===== src/rtl/cus19_crypto_pkg.sv =====
// Shared definitions for the cus19 ENC/DEC memory sequencer and crypto core.
package cus19_crypto_pkg;

    typedef logic [2:0] state_t;

    localparam state_t ST_IDLE = 3'd0;
    localparam state_t ST_RD   = 3'd1;
    localparam state_t ST_WAIT = 3'd2;
    localparam state_t ST_WR   = 3'd3;
    localparam state_t ST_DONE = 3'd4;

    localparam logic MODE_ENC = 1'b0;
    localparam logic MODE_DEC = 1'b1;

    localparam int ROT_AMT = 3;

endpackage


===== src/rtl/cus19_crypto_core.sv =====
// Combinational cus19 byte transform: ENC = rotl(p ^ key), DEC = rotr(c) ^ key.
module cus19_crypto_core
    import cus19_crypto_pkg::*;
#(
    parameter int                    Data_Width = 8,
    parameter logic [Data_Width-1:0] key        = 8'hA5
) (
    input  logic                  mode_i,
    input  logic [Data_Width-1:0] data_i,
    output logic [Data_Width-1:0] data_o
);

    localparam int ROT = ROT_AMT % Data_Width;

    logic [Data_Width-1:0] enc_xor;
    logic [Data_Width-1:0] enc_val;
    logic [Data_Width-1:0] dec_rot;
    logic [Data_Width-1:0] dec_val;

    assign enc_xor = data_i ^ key;
    assign enc_val = (enc_xor << ROT) | (enc_xor >> (Data_Width - ROT));
    assign dec_rot = (data_i >> ROT) | (data_i << (Data_Width - ROT));
    assign dec_val = dec_rot ^ key;

    assign data_o = (mode_i == MODE_DEC) ? dec_val : enc_val;

endmodule


===== src/rtl/cus19_crypto_mem_sequencer.sv =====
// ENC/DEC sequencer: reads a source byte, transforms it, writes it back, while
// sharing the single data-memory port with the CPU load/store path.
//   state | meaning
//   IDLE  | waiting for start; CPU owns the port on request
//   RD    | issue source read when the sequencer wins arbitration
//   WAIT  | capture transformed read data; port free to the CPU
//   WR    | issue destination write when the sequencer wins arbitration
//   DONE  | one-cycle done pulse
module cus19_crypto_mem_sequencer
    import cus19_crypto_pkg::*;
#(
    parameter int                    Data_Width = 8,
    parameter int                    Addr_Width = 8,
    parameter logic [Data_Width-1:0] key        = 8'hA5,
    parameter int                    Max_Defer  = 3
) (
    input  logic                  cus19_clk_in,
    input  logic                  cus19_rst_in,
    input  logic                  cry_start_in,
    input  logic                  cry_mode_in,
    input  logic [Addr_Width-1:0] cry_src_addr_in,
    input  logic [Addr_Width-1:0] cry_dst_addr_in,
    output logic                  cry_busy_out,
    output logic                  cry_stall_out,
    output logic                  cry_done_out,
    input  logic                  cpu_req_in,
    input  logic                  cpu_we_in,
    input  logic [Addr_Width-1:0] cpu_addr_in,
    input  logic [Data_Width-1:0] cpu_wdata_in,
    output logic                  cpu_gnt_out,
    output logic [Data_Width-1:0] cpu_rdata_out,
    output logic                  mem_en_out,
    output logic                  mem_we_out,
    output logic [Addr_Width-1:0] mem_addr_out,
    output logic [Data_Width-1:0] mem_wdata_out,
    input  logic [Data_Width-1:0] mem_rdata_in
);

    localparam int DEFER_W = (Max_Defer < 1) ? 1 : $clog2(Max_Defer + 1);
    localparam logic [DEFER_W-1:0] DEFER_MAX = DEFER_W'(Max_Defer);

    state_t                state_q, state_d;
    logic                  mode_q, mode_d;
    logic [Addr_Width-1:0] src_q, src_d;
    logic [Addr_Width-1:0] dst_q, dst_d;
    logic [Data_Width-1:0] result_q, result_d;
    logic [DEFER_W-1:0]    defer_q, defer_d;

    logic                  seq_phase;
    logic                  seq_own;
    logic [Data_Width-1:0] core_out;

    cus19_crypto_core #(
        .Data_Width (Data_Width),
        .key        (key)
    ) u_core (
        .mode_i (mode_q),
        .data_i (mem_rdata_in),
        .data_o (core_out)
    );

    // Only RD and WR contend for the port; the CPU wins until the sequencer
    // has been deferred Max_Defer cycles in a row.
    assign seq_phase   = (state_q == ST_RD) || (state_q == ST_WR);
    assign seq_own     = seq_phase && (!cpu_req_in || (defer_q == DEFER_MAX));
    assign cpu_gnt_out = cpu_req_in && !seq_own;

    assign cry_busy_out  = (state_q != ST_IDLE);
    assign cry_done_out  = (state_q == ST_DONE);
    assign cry_stall_out = cry_busy_out | cry_start_in;
    assign cpu_rdata_out = mem_rdata_in;

    always_comb begin
        state_d  = state_q;
        mode_d   = mode_q;
        src_d    = src_q;
        dst_d    = dst_q;
        result_d = result_q;
        defer_d  = defer_q;

        if (seq_phase) begin
            defer_d = seq_own ? '0 : defer_q + 1'b1;
        end

        case (state_q)
            ST_IDLE: begin
                if (cry_start_in) begin
                    mode_d  = cry_mode_in;
                    src_d   = cry_src_addr_in;
                    dst_d   = cry_dst_addr_in;
                    state_d = ST_RD;
                end
            end
            ST_RD: begin
                if (seq_own) state_d = ST_WAIT;
            end
            ST_WAIT: begin
                result_d = core_out;
                state_d  = ST_WR;
            end
            ST_WR: begin
                if (seq_own) state_d = ST_DONE;
            end
            ST_DONE: state_d = ST_IDLE;
            default: state_d = ST_IDLE;
        endcase
    end

    always_comb begin
        mem_en_out    = 1'b0;
        mem_we_out    = 1'b0;
        mem_addr_out  = '0;
        mem_wdata_out = '0;
        if (seq_own) begin
            mem_en_out = 1'b1;
            if (state_q == ST_WR) begin
                mem_we_out    = 1'b1;
                mem_addr_out  = dst_q;
                mem_wdata_out = result_q;
            end else begin
                mem_addr_out  = src_q;
            end
        end else if (cpu_gnt_out) begin
            mem_en_out    = 1'b1;
            mem_we_out    = cpu_we_in;
            mem_addr_out  = cpu_addr_in;
            mem_wdata_out = cpu_wdata_in;
        end
    end

    always_ff @(posedge cus19_clk_in or negedge cus19_rst_in) begin
        if (!cus19_rst_in) begin
            state_q  <= ST_IDLE;
            mode_q   <= MODE_ENC;
            src_q    <= '0;
            dst_q    <= '0;
            result_q <= '0;
            defer_q  <= '0;
        end else begin
            state_q  <= state_d;
            mode_q   <= mode_d;
            src_q    <= src_d;
            dst_q    <= dst_d;
            result_q <= result_d;
            defer_q  <= defer_d;
        end
    end

endmodule


===== config.mk =====
export PLATFORM = sky130hd
export DESIGN_NAME = cus19_crypto_mem_sequencer
export DESIGN_NICKNAME = d
export VERILOG_FILES = /design/src/rtl/cus19_crypto_pkg.sv /design/src/rtl/cus19_crypto_core.sv /design/src/rtl/cus19_crypto_mem_sequencer.sv
export SDC_FILE = /design/constraint.sdc
export NUM_CORES = 1
export LEC_CHECK = 0
export ABC_AREA = 0
export ABC_CLOCK_PERIOD_IN_PS = 2300
export CAP_MARGIN = 25
export CORE_MARGIN = 4
export CORE_UTILIZATION = 44
export CTS_BUF_LIST = sky130_fd_sc_hd__clkbuf_8 sky130_fd_sc_hd__clkbuf_16
export DETAILED_ROUTE_END_ITERATION = 10
export PLACE_DENSITY = 0.85
export REMOVE_ABC_BUFFERS = 1
export SYNTH_ARGS = -nofsm -noshare
export SYNTH_HDL_FRONTEND = slang
export SYNTH_SLANG_ARGS = --single-unit

===== constraint.sdc =====
create_clock -name cus19_clk_in -period 2.3 [get_ports cus19_clk_in]
set_input_delay 0.46 -clock cus19_clk_in [delete_from_list [all_inputs] [get_ports cus19_clk_in]]
set_output_delay 0.46 -clock cus19_clk_in [all_outputs]
set_load 0.01 [all_outputs]

# Yosys cells after proc, flatten, opt, wreduce, memory -nomap -nowiden

Cells that the tools add are included.

Equality and inequality tests: 8
Muxes and demuxes: 17
Reduce and logical (&&, ||, !) cells: 10
Bitwise logic cells: 5
$add $sub $neg: 1

Operator list:

| operator                                                               | number |
|---|---|
| 8-bit 2-to-1 mux                                                       | 7 |
| 3-bit one-hot mux with 4 select lines                                  | 1 |
| 3-bit 2-to-1 mux                                                       | 3 |
| 4-bit inverter                                                         | 2 |
| 5-bit by 8-bit OR with 8-bit output                                    | 1 |
| 8-bit by 3-bit OR with 8-bit output                                    | 1 |
| 3-bit by 2-bit equality test with 1-bit output (second input constant) | 2 |
| 2-bit inequality test (second input constant)                          | 3 |
| 1-bit 2-to-1 mux                                                       | 5 |
| 3-bit by 1-bit equality test with 1-bit output (second input constant) | 1 |
| 3-bit equality test (second input constant)                            | 1 |
| 3-bit zero test                                                        | 1 |
| 3-bit AND reduction                                                    | 1 |
| 3-bit nonzero test                                                     | 1 |
| 2-bit by 1-bit adder with 2-bit output (second input constant)         | 1 |
| 2-bit equality test (second input constant)                            | 1 |
| 1-bit logical AND                                                      | 2 |
| 1-bit zero test                                                        | 2 |
| 1-bit logical OR                                                       | 2 |
| 2-bit 2-to-1 mux                                                       | 1 |
| 2-bit AND reduction                                                    | 1 |
| 1-bit OR                                                               | 1 |

Register bits after elaboration: 30
Input port bits: 46

# Depth between registers and ports, before layout

Gate-level depths: netlist of run 1.

Depth after elaboration: 7
Depth in mapped cells: 6
Mapped depth without buffers: 4

# Cells and area by module

From an unflattened synthesis of run 1, not the netlist that was laid out.

Cell total of the unflattened synthesis: 129
Area total of the unflattened synthesis: 1632.8 um2

By module, submodules not included:

| module                     | cells each | sequential area each (um2) | times used | area each (um2) |
|---|---|---|---|---|
| cus19_crypto_mem_sequencer | 118        | 750.7                      | 1          | 1529.0 |
| cus19_crypto_core          | 11         | 0.0                        | 1          | 103.8 |

# Worst setup path before layout of run 1

No wires, ideal clock.

Path type: flip-flop to output port
Start point: reg state_q[2]
End point: out mem_we_out
Required time: 1.840 ns
Data arrival time: 1.317 ns
Cell stages (with the launch flop): 6
Setup slack: 0.523 ns
Buffers on the path: 2
Path through: dfrtp_1 nand2b_1 o21a_1 buf_2 buf_2 a21o_1

Longest elaborated chain between the ends: 7

RTL lines:

| element                                                                                                                 | RTL line                          | text |
|---|---|---|
| from (decl)                                                                                                             | cus19_crypto_mem_sequencer.sv:42  | `state_t state_q, state_d;` |
| from (signal assigned)                                                                                                  | cus19_crypto_mem_sequencer.sv:140 | `state_q <= state_d;` |
| 3-bit by 1-bit equality test with 1-bit output / 3-bit by 2-bit equality test with 1-bit output (equally long branches) | cus19_crypto_mem_sequencer.sv:64  | `assign seq_phase = (state_q == ST_RD) \|\| (state_q == ST_WR);` |
| 1-bit logical OR *                                                                                                      | cus19_crypto_mem_sequencer.sv:64  |  |
| 1-bit logical AND *                                                                                                     | cus19_crypto_mem_sequencer.sv:65  | `assign seq_own = seq_phase && (!cpu_req_in \|\| (defer_q == DEFER_MAX));` |
| 1-bit zero test *                                                                                                       | cus19_crypto_mem_sequencer.sv:66  | `assign cpu_gnt_out = cpu_req_in && !seq_own;` |
| 1-bit logical AND *                                                                                                     | cus19_crypto_mem_sequencer.sv:66  |  |
| net cpu_gnt_out                                                                                                         | cus19_crypto_mem_sequencer.sv:30  | `output logic cpu_gnt_out,` |
| 1-bit 2-to-1 mux *                                                                                                      | cus19_crypto_mem_sequencer.sv:123 | `end else if (cpu_gnt_out) begin` |
| 1-bit 2-to-1 mux *                                                                                                      | cus19_crypto_mem_sequencer.sv:114 | `if (seq_own) begin` |
| to (decl)                                                                                                               | cus19_crypto_mem_sequencer.sv:33  | `output logic mem_we_out,` |

Mark *: on every way through the listed nets, which the timed path passes. The rest lies on a longest branch.

# Worst setup path in the final report of run 1

Start point: in cpu_req_in
End point: out mem_wdata_out[1]

Longest elaborated chain between the ends: 7

RTL lines:

| element            | RTL line                          | text |
|---|---|---|
| from (decl)        | cus19_crypto_mem_sequencer.sv:26  | `input logic cpu_req_in,` |
| 1-bit zero test    | cus19_crypto_mem_sequencer.sv:65  |  |
| 1-bit logical OR   | cus19_crypto_mem_sequencer.sv:65  |  |
| 1-bit logical AND  | cus19_crypto_mem_sequencer.sv:65  |  |
| 1-bit zero test    | cus19_crypto_mem_sequencer.sv:66  |  |
| 1-bit logical AND  | cus19_crypto_mem_sequencer.sv:66  |  |
| 8-bit 2-to-1 mux   | cus19_crypto_mem_sequencer.sv:123 |  |
| 8-bit 2-to-1 mux * | cus19_crypto_mem_sequencer.sv:114 |  |
| to (decl)          | cus19_crypto_mem_sequencer.sv:35  | `output logic [Data_Width-1:0] mem_wdata_out,` |

Mark *: on every way between the ends. The rest lies on a longest branch, timed or not.

==> results of run 1 <==
-- routing by layer --
| layer | up-vias | wire [um] |
|---|---|---|
| met5 | - | 0 |
| met4 | 0 | 74 |
| met3 | 5 | 210 |
| met2 | 36 | 2270 |
| met1 | 635 | 1760 |
| li1 | 632 | - |
-- through the flow --
stage | setup TNS, ns | instances | worst slack, ns
after floorplan | 0 | 120 | 0.257
after global placement | -4.91 | 249 | -0.372
after detailed placement | -6.30 | 249 | -0.511
after CTS | 0 | 258 | 0.00227
after global routing | -0.0105 | 258 | -0.0105
final | 0 | 258 | 0.0344
-- logic make-up after synthesis --
kind of cell | count (synthesis) | share of synthesized area (%)
adders and majority gates | 1 | 0.777
buffers and inverters | 19 | 7.07
muxes | 36 | 24.0
AOI/OAI and AO/OA | 26 | 12.4
DFF | 30 | 46.6
and+or+nand+nor | 23 | 9.17
-- registers in the layout (all words and copies together) (netlist names) --
signal	flops
defer_q	2
src_q	8
dst_q	8
state_q	3
result_q	8
mode_q	1
-- Yosys cell counts --
| master | count | share of area [%] |
|---|---|---|
| dfrtp_1 | 30 | 47 |
| mux2i_1 | 15 | 9.3 |
| mux2_2 | 11 | 7.7 |
| mux2_1 | 10 | 7.0 |
| a22o_1 | 9 | 4.9 |
| buf_4 | 8 | 3.7 |
| nor2_1 | 8 | 1.9 |
| o2bb2ai_1 | 8 | 4.4 |
| a21oi_1 | 6 | 1.9 |
| nand2b_1 | 6 | 2.3 |
| buf_2 | 4 | 1.2 |
| inv_1 | 4 | 0.93 |
| buf_1 | 2 | 0.47 |
| nor3_1 | 2 | 0.62 |
| nor3b_1 | 2 | 0.93 |
| a21o_1 | 1 | 0.47 |
| buf_6 | 1 | 0.70 |
| ha_1 | 1 | 0.78 |
| nor2_8 | 1 | 1.2 |
| nor2b_1 | 1 | 0.39 |
| nor3_2 | 1 | 0.62 |
| o21a_1 | 1 | 0.47 |
| o21ai_0 | 1 | 0.31 |
| or3_4 | 1 | 0.70 |
| or4_1 | 1 | 0.47 |
-- worst paths after layout --
| check | to | slack (ns) |
|---|---|---|
| max | mem_wdata_out[1] | 0.03 |
| min | src_q[0] | 0.49 |
| max reg2reg | dst_q[4] | 0.60 |
| min reg2reg | src_q[0] | 0.49 |
| max in group asynchronous | dst_q[6] | 1.45 |
| min in group asynchronous | state_q[1] | 0.57 |
-- repair_timing --
action / in CTS / in global routing
resized for setup: 25 / 20
endpoints found under the setup margin: 19 / 15
buffers inserted: 1 / 0
pin swaps: 1 / 0
-- worst max-delay path: stages --
cell and delay [ns]:
clkdlybuf4s50_1 0.43, buf_4 0.15, o21a_1 0.12, buf_6 0.14, a22o_1 0.22, dlygate4sd2_1 0.28
-- area by class of cell --
| type | instances | area, um^2 |
|---|---|---|
| inverter | 4 | 15.0 |
| tap | 46 | 57.6 |
| sequential | 30 | 751 |
| fill | 250 | 960 |
| clock inverter | 2 | 12.5 |
| multi-input combinational | 86 | 767 |
| clock buffer | 6 | 82.6 |
| timing repair buffer | 84 | 797 |
-- power groups by stage --
stage / registers, mW / clock network [mW] / logic (mW)
3_3_place_gp: 0.973 / 0 / 1.20
5_1_grt: 1.02 / 0.475 / 1.35
3_5_place_dp: 0.991 / 0 / 1.25
4_1_cts: 0.983 / 0.451 / 1.23
6_report: 0.982 / 0.438 / 1.22
2_1_floorplan: 0.957 / 0 / 0.720
==> impl_metrics.env, run 1 <==
export IMPL_regToRegStartpoint="state_q[2]"
export IMPL_switching_power_mw=0.929
export IMPL_cp_arrival_ns=1.81
export IMPL_fin_area_mm2=0.00248
export IMPL_p_sw_share_pct=35.2
export IMPL_portBuffers=75
export IMPL_ant_nets=0
export IMPL_use_met1_pct=25.2
export IMPL_drv_slew=0
export IMPL_yosys_warnings=0
export IMPL_drt_total_wl_um=4310
export IMPL_setup_violations_final=0
export IMPL_grt_usage_pct=20.4
export IMPL_finalCritPeriodShare_pct=98.5
export IMPL_cp_max_fo=10
export IMPL_routed_via_count=1308
export IMPL_rsz0062_at_grt="yes"
export IMPL_use_met2_pct=34.3
export IMPL_min_delay_start="src_q[0]"
export IMPL_io_pins=76
export IMPL_p_seq_share_pct=37.2
export IMPL_placed_area_mm2=0.00238
export IMPL_detailed_place_hpwl_um=3360
export IMPL_die_w_um=68.5
export IMPL_core_area_mm2=0.00344
export IMPL_startpoint="cpu_req_in"
export IMPL_share_comb_of_total_power_pct=46.2
export IMPL_dieArea_mm2=0.00469
export IMPL_place_gp_congestion=0.812
export IMPL_hold_viol=0
export IMPL_n_antenna_cell=0
export IMPL_synth_cell_types=25
export IMPL_worstHoldPathCells=1
export IMPL_powerDensity_mw_per_mm2=1060
export IMPL_drive_gt1_share_pct=19.3
export IMPL_drt_iter0_drc=30
export IMPL_path_class="input port to primary output"
export IMPL_first_global_vias=1340
export IMPL_final_util_pct=72.1
export IMPL_grt_busiest_layer="met2"
export IMPL_wire_per_inst_um=16.7
export IMPL_maxCapViolations=0
export IMPL_cp_start_kind="input port"
export IMPL_final_common_cell="clkdlybuf4s50_1"
export IMPL_clk_pin_slew_ns=0.06
export IMPL_grt_pass1_wl_um=6800
export IMPL_grt_max_degree=31
export IMPL_ys_seq_area_share_pct=46.6
export IMPL_grtUsageMet3_pct=3.57
export IMPL_fmax_mhz=441
export IMPL_finClkSkew_ns=0.00206
export IMPL_syn_area_per_cell_um2=11.9
export IMPL_cts_tree="done"
export IMPL_antenna_found_initial=0
export IMPL_cts_buffer_depth=2
export IMPL_peakVddDrop_mv=0.559
export IMPL_nets=258
export IMPL_layout_common_cells="clkdlybuf4s50_1 (56), dfrtp_1 (30), mux2i_1 (15)"
export IMPL_period_minus_slack_ns=2.27
export IMPL_clock_latency_ns=0.28
export IMPL_h_tree_depth=2
export IMPL_clock_root_buffer="clkbuf_8"
export IMPL_drc=0
export IMPL_areaGrowthSynthToFinish_pct=54.2
export IMPL_routed_via_density=5.07
export IMPL_syn_area_mm2=0.00161
export IMPL_tightest_slew_ns=0.749
export IMPL_power_share_clock_pct=16.6
export IMPL_cp_end_kind="primary output"
export IMPL_numCtsBuffers=5
export IMPL_syn_inst=135
export IMPL_synth_seq_cells=30
export IMPL_intPower_mw=1.71
export IMPL_die_h_um=68.5
export IMPL_maxSlewHeadroom_pct=50.0
export IMPL_cp_data_required_time_ns=1.84
export IMPL_rr_worst_depth=4
export IMPL_cts_sinks=30
export IMPL_fp_row_count=21
export IMPL_grt_overflow=0
export IMPL_initial_core_util_pct=46.8
export IMPL_postCtsHoldBufs=0
export IMPL_status="complete, no violations"
export IMPL_p_leak_nw=1.08
export IMPL_holdWs_ns=0.485
export IMPL_hold_path_class="register to register"
export IMPL_drtPass1Iterations=4
export IMPL_power_mw=2.64
(Power assumes the default switching activity.)
==> run 2: changes to the inputs <==
Settings changed: CAP_MARGIN 25 to default, CTS_CLUSTER_DIAMETER from default to 40, CTS_CLUSTER_SIZE from default to 16.
==> results of run 2 <==
No change in the layout: final DEF, timing and power equal those of run 1.
